File: config.mk
export PLATFORM = sky130hd
export DESIGN_NAME = mod_counter_n
export DESIGN_NICKNAME = d
export VERILOG_FILES = /design/src/rtl/mod_counter_n.sv
export SDC_FILE = /design/constraint.sdc
export NUM_CORES = 1
export LEC_CHECK = 0
export CORE_MARGIN = 4
export CORE_UTILIZATION = 47
export CTS_BUF_LIST = sky130_fd_sc_hd__clkbuf_8 sky130_fd_sc_hd__clkbuf_16
export DETAILED_ROUTE_END_ITERATION = 8
export HOLD_SLACK_MARGIN = 0.08
export PLACE_DENSITY = 0.79
export SETUP_SLACK_MARGIN = 0.5
export SLEW_MARGIN = 20
export SYNTH_ARGS = -nofsm -noshare
export SYNTH_HDL_FRONTEND = slang
export SYNTH_SLANG_ARGS = --single-unit
File: constraint.sdc
create_clock -name clk -period 2.2 [get_ports clk]
set_input_delay 0.22 -clock clk [delete_from_list [all_inputs] [get_ports clk]]
set_output_delay 0.22 -clock clk [all_outputs]
set_load 0.005 [all_outputs]
File: src/rtl/mod_counter_n.sv
// rtl/mod_counter_n.sv - modulo-N up/down counter with carry/borrow pulses and lap capture
// Cascade stages by feeding carry_out | borrow_out into the next stage's tick.
module mod_counter_n #(
  parameter int MODULUS = 100,
  parameter int WIDTH   = 7
) (
  input  logic             clk,
  input  logic             rst,
  input  logic             tick,
  input  logic             pause,
  input  logic             up_dn,
  input  logic             clr,
  input  logic             load,
  input  logic [WIDTH-1:0] load_val,
  input  logic             lap,
  input  logic             lap_ack,
  output logic [WIDTH-1:0] cnt_out,
  output logic             carry_out,
  output logic             borrow_out,
  output logic             load_err,
  output logic [WIDTH-1:0] lap_out,
  output logic             lap_valid,
  output logic             lap_ovf
);

  generate
    if (WIDTH < 1 || WIDTH > 31 || MODULUS < 2 || (64'd1 << WIDTH) < 64'(MODULUS)) begin : g_bad_params
      $error("mod_counter_n: MODULUS must be >= 2 and fit in WIDTH bits");
    end
  endgenerate

  localparam logic [WIDTH-1:0] LP_MAX = WIDTH'(MODULUS - 1);

  typedef enum logic {
    LAP_EMPTY = 1'b0,
    LAP_FULL  = 1'b1
  } lap_state_t;

  logic [WIDTH-1:0] r_cnt;
  logic             r_carry;
  logic             r_borrow;
  logic             r_load_err;
  logic [WIDTH-1:0] r_lap_out;
  logic             r_lap_ovf;
  lap_state_t       r_lap_state;

  logic [WIDTH-1:0] w_cnt_next;
  logic             w_carry_next;
  logic             w_borrow_next;
  logic             w_load_err_next;
  logic             w_step;
  lap_state_t       w_lap_state_next;
  logic             w_lap_capture;
  logic             w_lap_ovf_next;

  assign w_step = tick && !pause;

  // Pulses default low so every non-wrapping edge clears them.
  always_comb begin
    w_cnt_next      = r_cnt;
    w_carry_next    = 1'b0;
    w_borrow_next   = 1'b0;
    w_load_err_next = 1'b0;
    if (clr) begin
      w_cnt_next = '0;
    end else if (load) begin
      if (load_val <= LP_MAX) begin
        w_cnt_next = load_val;
      end else begin
        w_cnt_next      = LP_MAX;
        w_load_err_next = 1'b1;
      end
    end else if (w_step) begin
      if (up_dn) begin
        if (r_cnt == LP_MAX) begin
          w_cnt_next   = '0;
          w_carry_next = 1'b1;
        end else begin
          w_cnt_next = r_cnt + WIDTH'(1);
        end
      end else begin
        if (r_cnt == '0) begin
          w_cnt_next    = LP_MAX;
          w_borrow_next = 1'b1;
        end else begin
          w_cnt_next = r_cnt - WIDTH'(1);
        end
      end
    end
  end

  // A new capture always wins over an ack arriving on the same edge.
  always_comb begin
    w_lap_state_next = r_lap_state;
    w_lap_capture    = 1'b0;
    w_lap_ovf_next   = r_lap_ovf;
    case (r_lap_state)
      LAP_EMPTY: begin
        if (lap) begin
          w_lap_capture    = 1'b1;
          w_lap_state_next = LAP_FULL;
        end
      end
      LAP_FULL: begin
        if (lap) begin
          w_lap_capture = 1'b1;
          if (!lap_ack) begin
            w_lap_ovf_next = 1'b1;
          end
        end else if (lap_ack) begin
          w_lap_state_next = LAP_EMPTY;
        end
      end
      default: w_lap_state_next = LAP_EMPTY;
    endcase
    if (clr) begin
      w_lap_state_next = LAP_EMPTY;
      w_lap_ovf_next   = 1'b0;
    end
  end

  always_ff @(posedge clk or posedge rst) begin
    if (rst) begin
      r_cnt       <= '0;
      r_carry     <= 1'b0;
      r_borrow    <= 1'b0;
      r_load_err  <= 1'b0;
      r_lap_out   <= '0;
      r_lap_ovf   <= 1'b0;
      r_lap_state <= LAP_EMPTY;
    end else begin
      r_cnt       <= w_cnt_next;
      r_carry     <= w_carry_next;
      r_borrow    <= w_borrow_next;
      r_load_err  <= w_load_err_next;
      r_lap_ovf   <= w_lap_ovf_next;
      r_lap_state <= w_lap_state_next;
      if (w_lap_capture) begin
        r_lap_out <= r_cnt;
      end
    end
  end

  assign cnt_out    = r_cnt;
  assign carry_out  = r_carry;
  assign borrow_out = r_borrow;
  assign load_err   = r_load_err;
  assign lap_out    = r_lap_out;
  assign lap_valid  = (r_lap_state == LAP_FULL);
  assign lap_ovf    = r_lap_ovf;

endmodule

Yosys cells after proc, flatten, opt, wreduce, memory -nomap -nowiden
Index checks and enable logic that the tools add are counted.
Cells by class
  reductions and logical operators: 7
  bitwise logic cells: 1
  equality and inequality tests: 2
  $lt $le $gt $ge: 1
  muxes and demuxes: 29
  $add $sub $neg: 2
Operators by type and width (number)
  $mux W7: 7
  $mux W1: 21
  $add A7 B1 Y7 const B: 1
  $eq A7 B7 Y1 const B: 1
  $le A7 B7 Y1 const B: 1
  $logic_not A7 Y1: 1
  $sub A7 B1 Y7 const B: 1
  $reduce_bool A2 Y1: 2
  $reduce_and A3 Y1: 1
  $reduce_bool A3 Y1: 1
  $ne A2 B2 Y1 const B: 1
  $pmux W1 S2: 1
  $logic_and A1 B1 Y1: 1
  $logic_not A1 Y1: 1
  $not A1 Y1: 1
Storage, ports and cells
  bits in registers: 19
  input bits: 16

Depth between registers and ports, before layout
Gate-level depths: netlist (run 1).
  word-level depth: 6
  mapped depth: 7
  mapped depth without buffers: 6

Least setup slack after synthesis (run 1)
Ideal clock, no wire load.
  path kind: register to register
  start point: register r_cnt[0], in the netlist cnt_out[0]
  end point: register r_cnt[4], in the netlist cnt_out[4]
  arrival time: 1.676 ns
  clock period less this slack: 1.801 ns
  setup time: 0.125 ns
  slack: 0.399 ns
  buffers on the path: 1
  cell stages (with the launch flop): 8
  cells stage by stage: dfrtp_1 > clkbuf_1 > inv_1 > ha_1 > or4b_1 > and3_1 > o2111ai_1 > nand2_1
Between the ends
  longest elaborated chain between the ends: 6
  elaborated cells on any way between the ends: 10
RTL lines
  start, declared: line 39  | logic [WIDTH-1:0] r_cnt;
  start signal, assigned: line 132  | r_cnt <= w_cnt_next;
  $sub A7 B1 Y7 (tied with other cells): line 86  | w_cnt_next = r_cnt - WIDTH'(1);
  $mux W7 (on tied branches): line 82, 75
  $mux W7 (*): line 74  | if (up_dn) begin
  $mux W7 (*): line 73  | end else if (w_step) begin
  $mux W7 (*): line 66  | end else if (load) begin
  $mux W7 (*): line 64  | if (clr) begin
Mark *: on every way between the ends. The rest lies on a longest branch, timed or not. The select of a mux whose other input is x is not followed.
A chain may end at the register's enable or synchronous reset.

Worst setup path after layout (run 1)
  start point: register r_cnt[2], in the netlist cnt_out[2]
  end point: register r_cnt[3], in the netlist cnt_out[3]
Same word-level chain as after synthesis.

==> results of run 1 <==
-- power groups by stage --
stage,combinational (mW),sequential (mW),clock (mW)
2_1_floorplan,0.172,0.413,0
3_3_place_gp,0.308,0.411,0
3_5_place_dp,0.312,0.412,0
4_1_cts,0.324,0.404,0.255
5_1_grt,0.379,0.409,0.266
6_report,0.347,0.404,0.251
-- layout make-up --
type	count	area (sq um)	share of cell area, %
Clock buffer	3	41.3	2.35
Clock inverter	1	5.00	0.285
Inverter	5	18.8	1.07
Multi-Input combinational cell	96	722	41.2
Sequential cell	19	477	27.2
Tap cell	30	37.5	2.14
Timing Repair Buffer	49	453	25.8
-- layout by cell type, fill, tap and decap left out, types with 2 or more instances in the layout --
cell / n
clkbuf_8: 3
nand4_1: 2
o21bai_1: 4
nor2_1: 11
a31oi_1: 3
or3_1: 2
mux2_2: 7
nor2b_1: 3
clkdlybuf4s50_1: 34
nand2_1: 9
o41ai_1: 2
o31ai_1: 2
or2b_2: 3
a21oi_1: 7
a2bb2oi_1: 2
buf_4: 15
o21ai_1: 2
nand3_1: 2
inv_1: 4
nor4b_1: 2
nor3_1: 2
dfrtp_1: 18
ha_1: 2
-- cell families (layout without fill, tap and decap cells) --
family,after synthesis,in the layout
buffers and inverters,15,58
DFF,19,19
muxes,7,7
xor gates and xnor gates,1,1
and+or+nand+nor,48,48
adders and majority gates,3,3
AOI/OAI and AO/OA,37,37
-- flip-flops by register name, summed over array words and instances (netlist names) --
| name | flops |
|---|---|
| borrow_out | 1 |
| carry_out | 1 |
| cnt_out | 7 |
| lap_out | 7 |
| lap_ovf | 1 |
| lap_valid | 1 |
| load_err | 1 |
-- repair_timing --
action,in CTS,in global routing
gates resized for setup,4,4
endpoints found under the setup margin,5,5
gates cloned,0,0
pin swaps,1,2
buffers inserted,2,4
-- worst max-delay path by stage --
stage | from | to | cells past startpoint
2_1_floorplan | cnt_out[0]$_DFFE_PP0P_ | cnt_out[4]$_DFFE_PP0P_ | 7
3_3_place_gp | cnt_out[2]$_DFFE_PP0P_ | cnt_out[5]$_DFFE_PP0P_ | 4
3_5_place_dp | cnt_out[0]$_DFFE_PP0P_ | cnt_out[2]$_DFFE_PP0P_ | 6
4_1_cts | cnt_out[2]$_DFFE_PP0P_ | cnt_out[2]$_DFFE_PP0P_ | 4
5_1_grt | cnt_out[2]$_DFFE_PP0P_ | cnt_out[5]$_DFFE_PP0P_ | 4
6_report | cnt_out[2]$_DFFE_PP0P_ | cnt_out[3]$_DFFE_PP0P_ | 4
-- metal layers --
| metal | vias to the layer above | GRT usage [%] |
|---|---|---|
| li1 | 570 | - |
| met4 | 0 | 5.70 |
| met3 | 8 | 3.92 |
| met5 | - | 0 |
| met1 | 580 | 26.6 |
| met2 | 56 | 31.0 |
==> qor.yml, run 1 <==
status: "finished clean"
place_congestion: 0.914
drc_errors: 0
yosysWarnings: 0
synthTopCellsByCount: "dfrtp_1, nor2_1, nand2_1, a21oi_1, mux2_2"
synth_compound_area_share_pct: 22.1
cp-end-kind: "flip-flop"
path_buf_inv: 0
synth_mux_area_share_pct: 6.32
antenna_found_initial: 0
syn_nets: 149
synthSimpleGateAreaFrac_pct: 23.1
dr.first_iter.drc_count: 51
hold_path_class: "primary input to asynchronous set/reset pin"
n_fill_cell: 193
syn-cell-area_sq_um: 1250
power_mw: 1.00
crit_slowest_cell: "or4_4"
skew_ns: 0.00462
p_comb_share_pct: 34.6
cap_violations: 0
cp_data_required_time_ns: 2.33
path_class: "flip-flop to flip-flop"
path_clk_slew_ns: 0.08
grt_max_degree: 20
drv_slew: 0
diodes: 0
drive_above_1_share_pct: 25.4
worst_pin_slew_ns: 0.753
rrSetupSlack_ns: 0.42
worst_slack_ns: 0.418
yosysMostFrequentCell: "dfrtp_1"
peakVddDrop_v: 0.000387
placedCellCount: 193
wl_met3_microns: 293
cts_buffer_depth: 2
yosysSeqAreaShare_pct: 38.1
postRouteAntennaNets: 0
r2r_start: "cnt_out[2]$_DFFE_PP0P_"
coreArea_sq_um: 2500
cts_tree: "yes"
vias_per_cell: 5.98
synth_edf_count: 0
ys_ff_latch: 19
finalHoldViolations: 0
setup_tns_ns: 0
rsz0062_at_grt: "true"
setup_viol: 0
grt_pass1_vias: 1136
internal_power_mw: 0.698
post-route-period-util_pct: 81.0
clkLatencyLatePin_ns: 0.26
seqPwrFrac_pct: 40.3
relSlewSlack_pct: 49.7
hpwl_mm: 2.32
synth.area.top_cells: "dfrtp_1, mux2_2, nor2_1"
htree_levels: 1
synth_cells: 130
grt_pass1_wl_mm: 5.22
met2_length_mm: 1.55
syn_to_final_growth_pct: 40.6
p_per_area_nw_per_um2: 571
cts-root-buf: "clkbuf_8"
grt_use_total_pct: 19.4
dp_slack_ns: 0.424
arrival_ns: 1.91
start_kind: "flip-flop"
p_sw_mw: 0.304
critPathMaxFanout: 6
io_buffer_count: 34
worstPathCellList: "or4_4, or3_4, a22oi_1, o311ai_1"
place_area_sq_um: 1630
async_flop_share_pct: 100
post_synth_xor_area_fraction_pct: 0.702
routed_wl_mm: 3.30
period_needed_ns: 1.78
nets: 193
hold_buffers: 0
fin_cells: 203
r2r_cells: 4
swShare_pct: 30.3
die_h_microns: 59.5
drt-pass1-iter-count: 4
leakage_nw: 0.742
synthAdderAreaFrac_pct: 3.01
detail_route.wl_per_cell_microns: 16.3
cts_num_sinks: 19
overflow: 0
num_rows: 18
top_layer: "met4"
fmax_mhz: 561
avgSynthCellArea_sq_um: 9.60
synth_top_area_cell: "dfrtp_1"
die_area_sq_um: 3540
dieWidth_microns: 59.5
cts_made_buffers: 3
post-route-cell-area_sq_um: 1750
start_util_pct: 49.9
synth_top_cell_area_share_pct: 38.1
crit_family: "simple AND/OR/NAND/NOR gates"
slowest_delay_ns: 0.57
reg2reg_to: "cnt_out[3]$_DFFE_PP0P_"
ys_types: 52
wl_met1_mm: 1.41
utilization_pct: 70.2
synth_top_family_by_area: "simple AND/OR/NAND/NOR gates"
hold_ws_ns: 0.406
ys.flop_type: "dfrtp_1"
pwr-share-clk_pct: 25.0
routed-via-count: 1214
ios: 35
Power figures use the tool's default switching activity.
==> inputs of run 2 (changes only) <==
CORE_UTILIZATION = 43   (was 47)
PLACE_DENSITY = 0.76   (was 0.79)
clock period = 1.6 ns   (was 2.2 ns; I/O delays follow)
==> run 2 against run 1 <==
Compared with the run above:
- the flow now finishes with violations (negative setup slack)
- global-route usage up 4.9 points
- non-clock buffer count increased by 38
- cell area rose by 27%
- combinational power grew 120%
- core utilization is 11 points higher
- first-iteration DRC count increased by 45%
- critical path depth grew 2
- critical endpoint is now cnt_out[5]$_DFFE_PP0P_
- largest cell class is now non-clock buffers
- largest power group is now combinational logic
==> qor.yml, run 2 (same netlist as run 1, synthesis figures left out) <==
status: "finished with violations"
violations: "negative setup slack"
hold_buffers: 0
detail_route.wl_per_cell_microns: 20.9
antenna_found_initial: 0
nets: 231
rsz0062_at_grt: "true"
n_fill_cell: 150
skew_ns: 0.000953
worstPathCellList: "buf_4, buf_8, or3_4, o31ai_2, a311oi_2, a311o_1"
dr.first_iter.drc_count: 74
grt_pass1_vias: 1453
die_area_sq_um: 3830
drc_errors: 0
num_rows: 19
post-route-period-util_pct: 123
setup_tns_ns: -1.59
arrival_ns: 2.11
final_cell_mix: "buf_4, buf_6, dfrtp_1"
cts_buffer_depth: 2
start_util_pct: 45.2
overflow: 0
path_clk_slew_ns: 0.08
hold_path_class: "primary input to asynchronous set/reset pin"
clkLatencyLatePin_ns: 0.26
cts-root-buf: "clkbuf_8"
layout.cells.most_common: "buf_4"
p_per_area_nw_per_um2: 746
setup_viol: 7
cts_made_buffers: 3
postRouteAntennaNets: 0
routed_wl_mm: 5.05
drive_above_1_share_pct: 47.9
syn_to_final_growth_pct: 79.0
peakVddDrop_v: 0.000757
diodes: 0
placedCellCount: 211
start_kind: "flip-flop"
worst_slack_ns: -0.367
path_class: "flip-flop to flip-flop"
ios: 35
critPathMaxFanout: 9
slowest_delay_ns: 0.41
period_needed_ns: 1.97
fmax_mhz: 508
crit_slowest_cell: "or3_4"
cts_num_sinks: 19
hpwl_mm: 2.69
die_h_microns: 61.9
cap_violations: 0
worst_pin_slew_ns: 0.458
htree_levels: 1
fin_cells: 242
relSlewSlack_pct: 69.5
drv_slew: 0
cp_data_required_time_ns: 1.74
hold_ws_ns: 0.222
grt_use_total_pct: 24.3
vias_per_cell: 6.07
routed-via-count: 1469
coreArea_sq_um: 2760
dieWidth_microns: 61.9
place_congestion: 1.01
grt_max_degree: 20
cts_tree: "yes"
drt-pass1-iter-count: 4
finalHoldViolations: 0
grt_pass1_wl_mm: 6.81
leakage_nw: 1.05
io_buffer_count: 34
dp_slack_ns: -0.192
cp-end-kind: "flip-flop"
==> run 2: worst paths after layout <==
kind,slack [ns],depth (start not counted),from,end
worst min register to register,0.50,1,lap_out[2]$_DFFE_PP0P_,lap_out[2]$_DFFE_PP0P_
worst max register to register,-0.37,6,cnt_out[2]$_DFFE_PP0P_,cnt_out[5]$_DFFE_PP0P_
worst min-delay path,0.22,3,rst,lap_out[4]$_DFFE_PP0P_
min in group clk,0.50,1,lap_out[2]$_DFFE_PP0P_,lap_out[2]$_DFFE_PP0P_
max in group asynchronous,1.17,3,rst,load_err$_DFF_PP0_
worst max-delay path,-0.37,6,cnt_out[2]$_DFFE_PP0P_,cnt_out[5]$_DFFE_PP0P_
==> run 2: layout make-up <==
cell class	count	area, sq um	area share [%]
Clock buffer	3	41.3	1.85
Clock inverter	1	5.00	0.224
Sequential cell	19	475	21.3
Multi-Input combinational cell	96	817	36.6
Timing Repair Buffer	87	837	37.5
Inverter	5	18.8	0.840
Tap cell	31	38.8	1.74
==> run 2: layer usage <==
layer  track usage (%)  share of wire [%]
met2              41.0                 51
met1              29.8                 38
met5                 0                  0
met4              10.9                3.5
met3              5.17                7.5
==> run 2: critical path: cells and delay by family (launching register included) <==
family	cells	cell delay, ns
simple gates	1	0.41
buf+inv	2	0.28
flops	1	0.40
compound gates	3	0.76
==> run 2: report_power, final <==
group	leakage (nW)	switching (mW)	internal [mW]
clock	0.0255	0.176	0.174
combinational	0.772	0.335	0.431
sequential	0.252	0.0291	0.522
total	1.05	0.540	1.13
==> run 2: stage by stage <==
stage	utilization (%)	power, mW	area, sq um
floorplan	-	0.814	1270
global placement	64.2	1.03	1770
detailed placement	64.2	1.05	1770
CTS	74.2	1.52	2050
global route	81.0	1.74	2230
finish	81.0	1.67	2230
==> run 2: what timing repair did <==
action                                  4_1_cts  5_1_grt
setup buffers                                17       10
gates cloned                                  0        0
hold endpoints to repair                      0        0
pin swaps                                     8        4
endpoints found under the setup margin       28       24
gates resized for setup                      64       30
==> inputs of run 3 (changes only) <==
TNS_END_PERCENT = 1   (was unset)
==> run 3 against run 2 <==
Compared with the run above:
- the run still ends with negative setup slack left
- wire length shrank 30%
- first-iteration DRC count shrank 27%
- critical endpoint unchanged
- worst hold slack lost 0.012 ns
- sequential share of layout area grew 4.3 points
==> qor.yml, run 3 (same netlist as run 1, synthesis figures left out) <==
post-route-cell-area_sq_um: 1860
hold_path_class: "primary input to asynchronous set/reset pin"
nets: 205
grt_pass1_wl_mm: 5.47
cp-end-kind: "flip-flop"
met3_usage_pct: 3.93
cts-root-buf: "clkbuf_8"
critPathMaxFanout: 5
hpwl_mm: 2.63
clkLatencyLatePin_ns: 0.26
layout.cells.most_common: "buf_4"
path_clk_slew_ns: 0.08
fmax_mhz: 564
worst_pin_slew_ns: 0.410
grt_max_degree: 20
gr-max-usage-layer: "met2"
ios: 35
path_class: "flip-flop to flip-flop"
finalHoldViolations: 0
syn_to_final_growth_pct: 48.7
start_util_pct: 45.2
io_buffer_count: 34
die_area_sq_um: 3830
detail_route.wl_per_cell_microns: 16.4
grt_pass1_vias: 1191
p_per_area_nw_per_um2: 761
cts_num_sinks: 19
relSlewSlack_pct: 72.7
routed_wl_mm: 3.54
drive_above_1_share_pct: 34.1
n_fill_cell: 228
cp_data_required_time_ns: 1.80
final_cell_mix: "buf_4, dfrtp_1, clkdlybuf4s50_1"
place_area_sq_um: 1760
postRouteAntennaNets: 0
period_needed_ns: 1.77
grt_use_total_pct: 19.5
num_rows: 19
use_met2_pct: 31.5
start_kind: "flip-flop"
worst_slack_ns: -0.172
dieWidth_microns: 61.9
violations: "negative setup slack"
post-route-period-util_pct: 111
cts_made_buffers: 3
die_h_microns: 61.9
cts_buffer_depth: 2
leakage_nw: 0.869
vias_per_cell: 5.91
antenna_found_initial: 0
rsz0062_at_grt: "true"
skew_ns: 0.00243
dp_slack_ns: -0.189
drc_errors: 0
setup_viol: 5
routed-via-count: 1276
status: "finished with violations"
htree_levels: 1
arrival_ns: 1.97
drt-pass1-iter-count: 4
dr.first_iter.drc_count: 54
peakVddDrop_v: 0.000640
hold_buffers: 0
diodes: 0
coreArea_sq_um: 2760
overflow: 0
drv_slew: 0
cap_violations: 0
grtUsageMet1_pct: 25.3
place_congestion: 0.926
cts_tree: "yes"
## run 3: changes by cell type in the layout (fill, tap and decap cells not counted), moves of 3 or more
| cell | before | now |
|---|---|---|
| buf_6 | 23 | 8 |
| mux2_4 | 3 | 0 |
| mux2_2 | 4 | 7 |
| buf_8 | 4 | 0 |
| buf_4 | 32 | 22 |
## run 3: per-stage QoR
step / total power, mW / cells / util [%] / TNS (ns) / hold WS [ns]
global placement: 1.03 / 211 / 63.7 / -0.510 / 0.481
CTS: 1.38 / 216 / 65.2 / -0.666 / 0.224
floorplan: 0.800 / 130 / - / -0.644 / 0.111
detailed placement: 1.04 / 211 / 63.7 / -0.721 / 0.496
finish: 1.41 / 216 / 67.3 / -0.688 / 0.210
global route: 1.49 / 216 / 67.3 / -0.998 / 0.250
## run 3: worst paths after layout
check	startpoint	to	slack, ns	cells after the start
max	cnt_out[2]$_DFFE_PP0P_	cnt_out[5]$_DFFE_PP0P_	-0.17	4
min	rst	lap_out[4]$_DFFE_PP0P_	0.21	3
max reg2reg	cnt_out[2]$_DFFE_PP0P_	cnt_out[5]$_DFFE_PP0P_	-0.17	4
min reg2reg	lap_out[5]$_DFFE_PP0P_	lap_out[5]$_DFFE_PP0P_	0.51	1
max in group asynchronous	rst	cnt_out[1]$_DFFE_PP0P_	1.18	3
min in group clk	load	cnt_out[6]$_DFFE_PP0P_	0.47	3
## run 3: cell type report
cell class,instances,area (sq um),area share [%]
sequential,19,475,25.6
timing repair buffer,61,541,29.1
clock inverter,1,5.00,0.270
multi-input combinational,96,736,39.6
tap,31,38.8,2.09
clock buffer,3,41.3,2.23
inverter,5,18.8,1.01
## run 3: timing repair
action,4_1_cts,5_1_grt
setup endpoints to repair,32,19
buffers inserted,1,0
pin swaps,2,6
endpoints found under the hold margin,0,0
resized for setup,41,14
## run 3: critical path, cell delays in order, from the launching register on
cell	delay (ns)
dfrtp_1	0.39
or4_4	0.55
or3_1	0.33
a311oi_1	0.28
a311o_1	0.15
## run 3: where the power goes
part / internal, mW / leakage (nW) / switching [mW]
clock network: 0.174 / 0.0255 / 0.178
registers: 0.522 / 0.252 / 0.0250
logic: 0.277 / 0.591 / 0.236
## run 3: metal layers
layer	routed length, microns	vias up	share of wire [%]
met5	0	-	0
met3	216	7	6.1
met4	53	0	1.5
met2	1740	55	49
li1	-	604	-
met1	1520	610	43
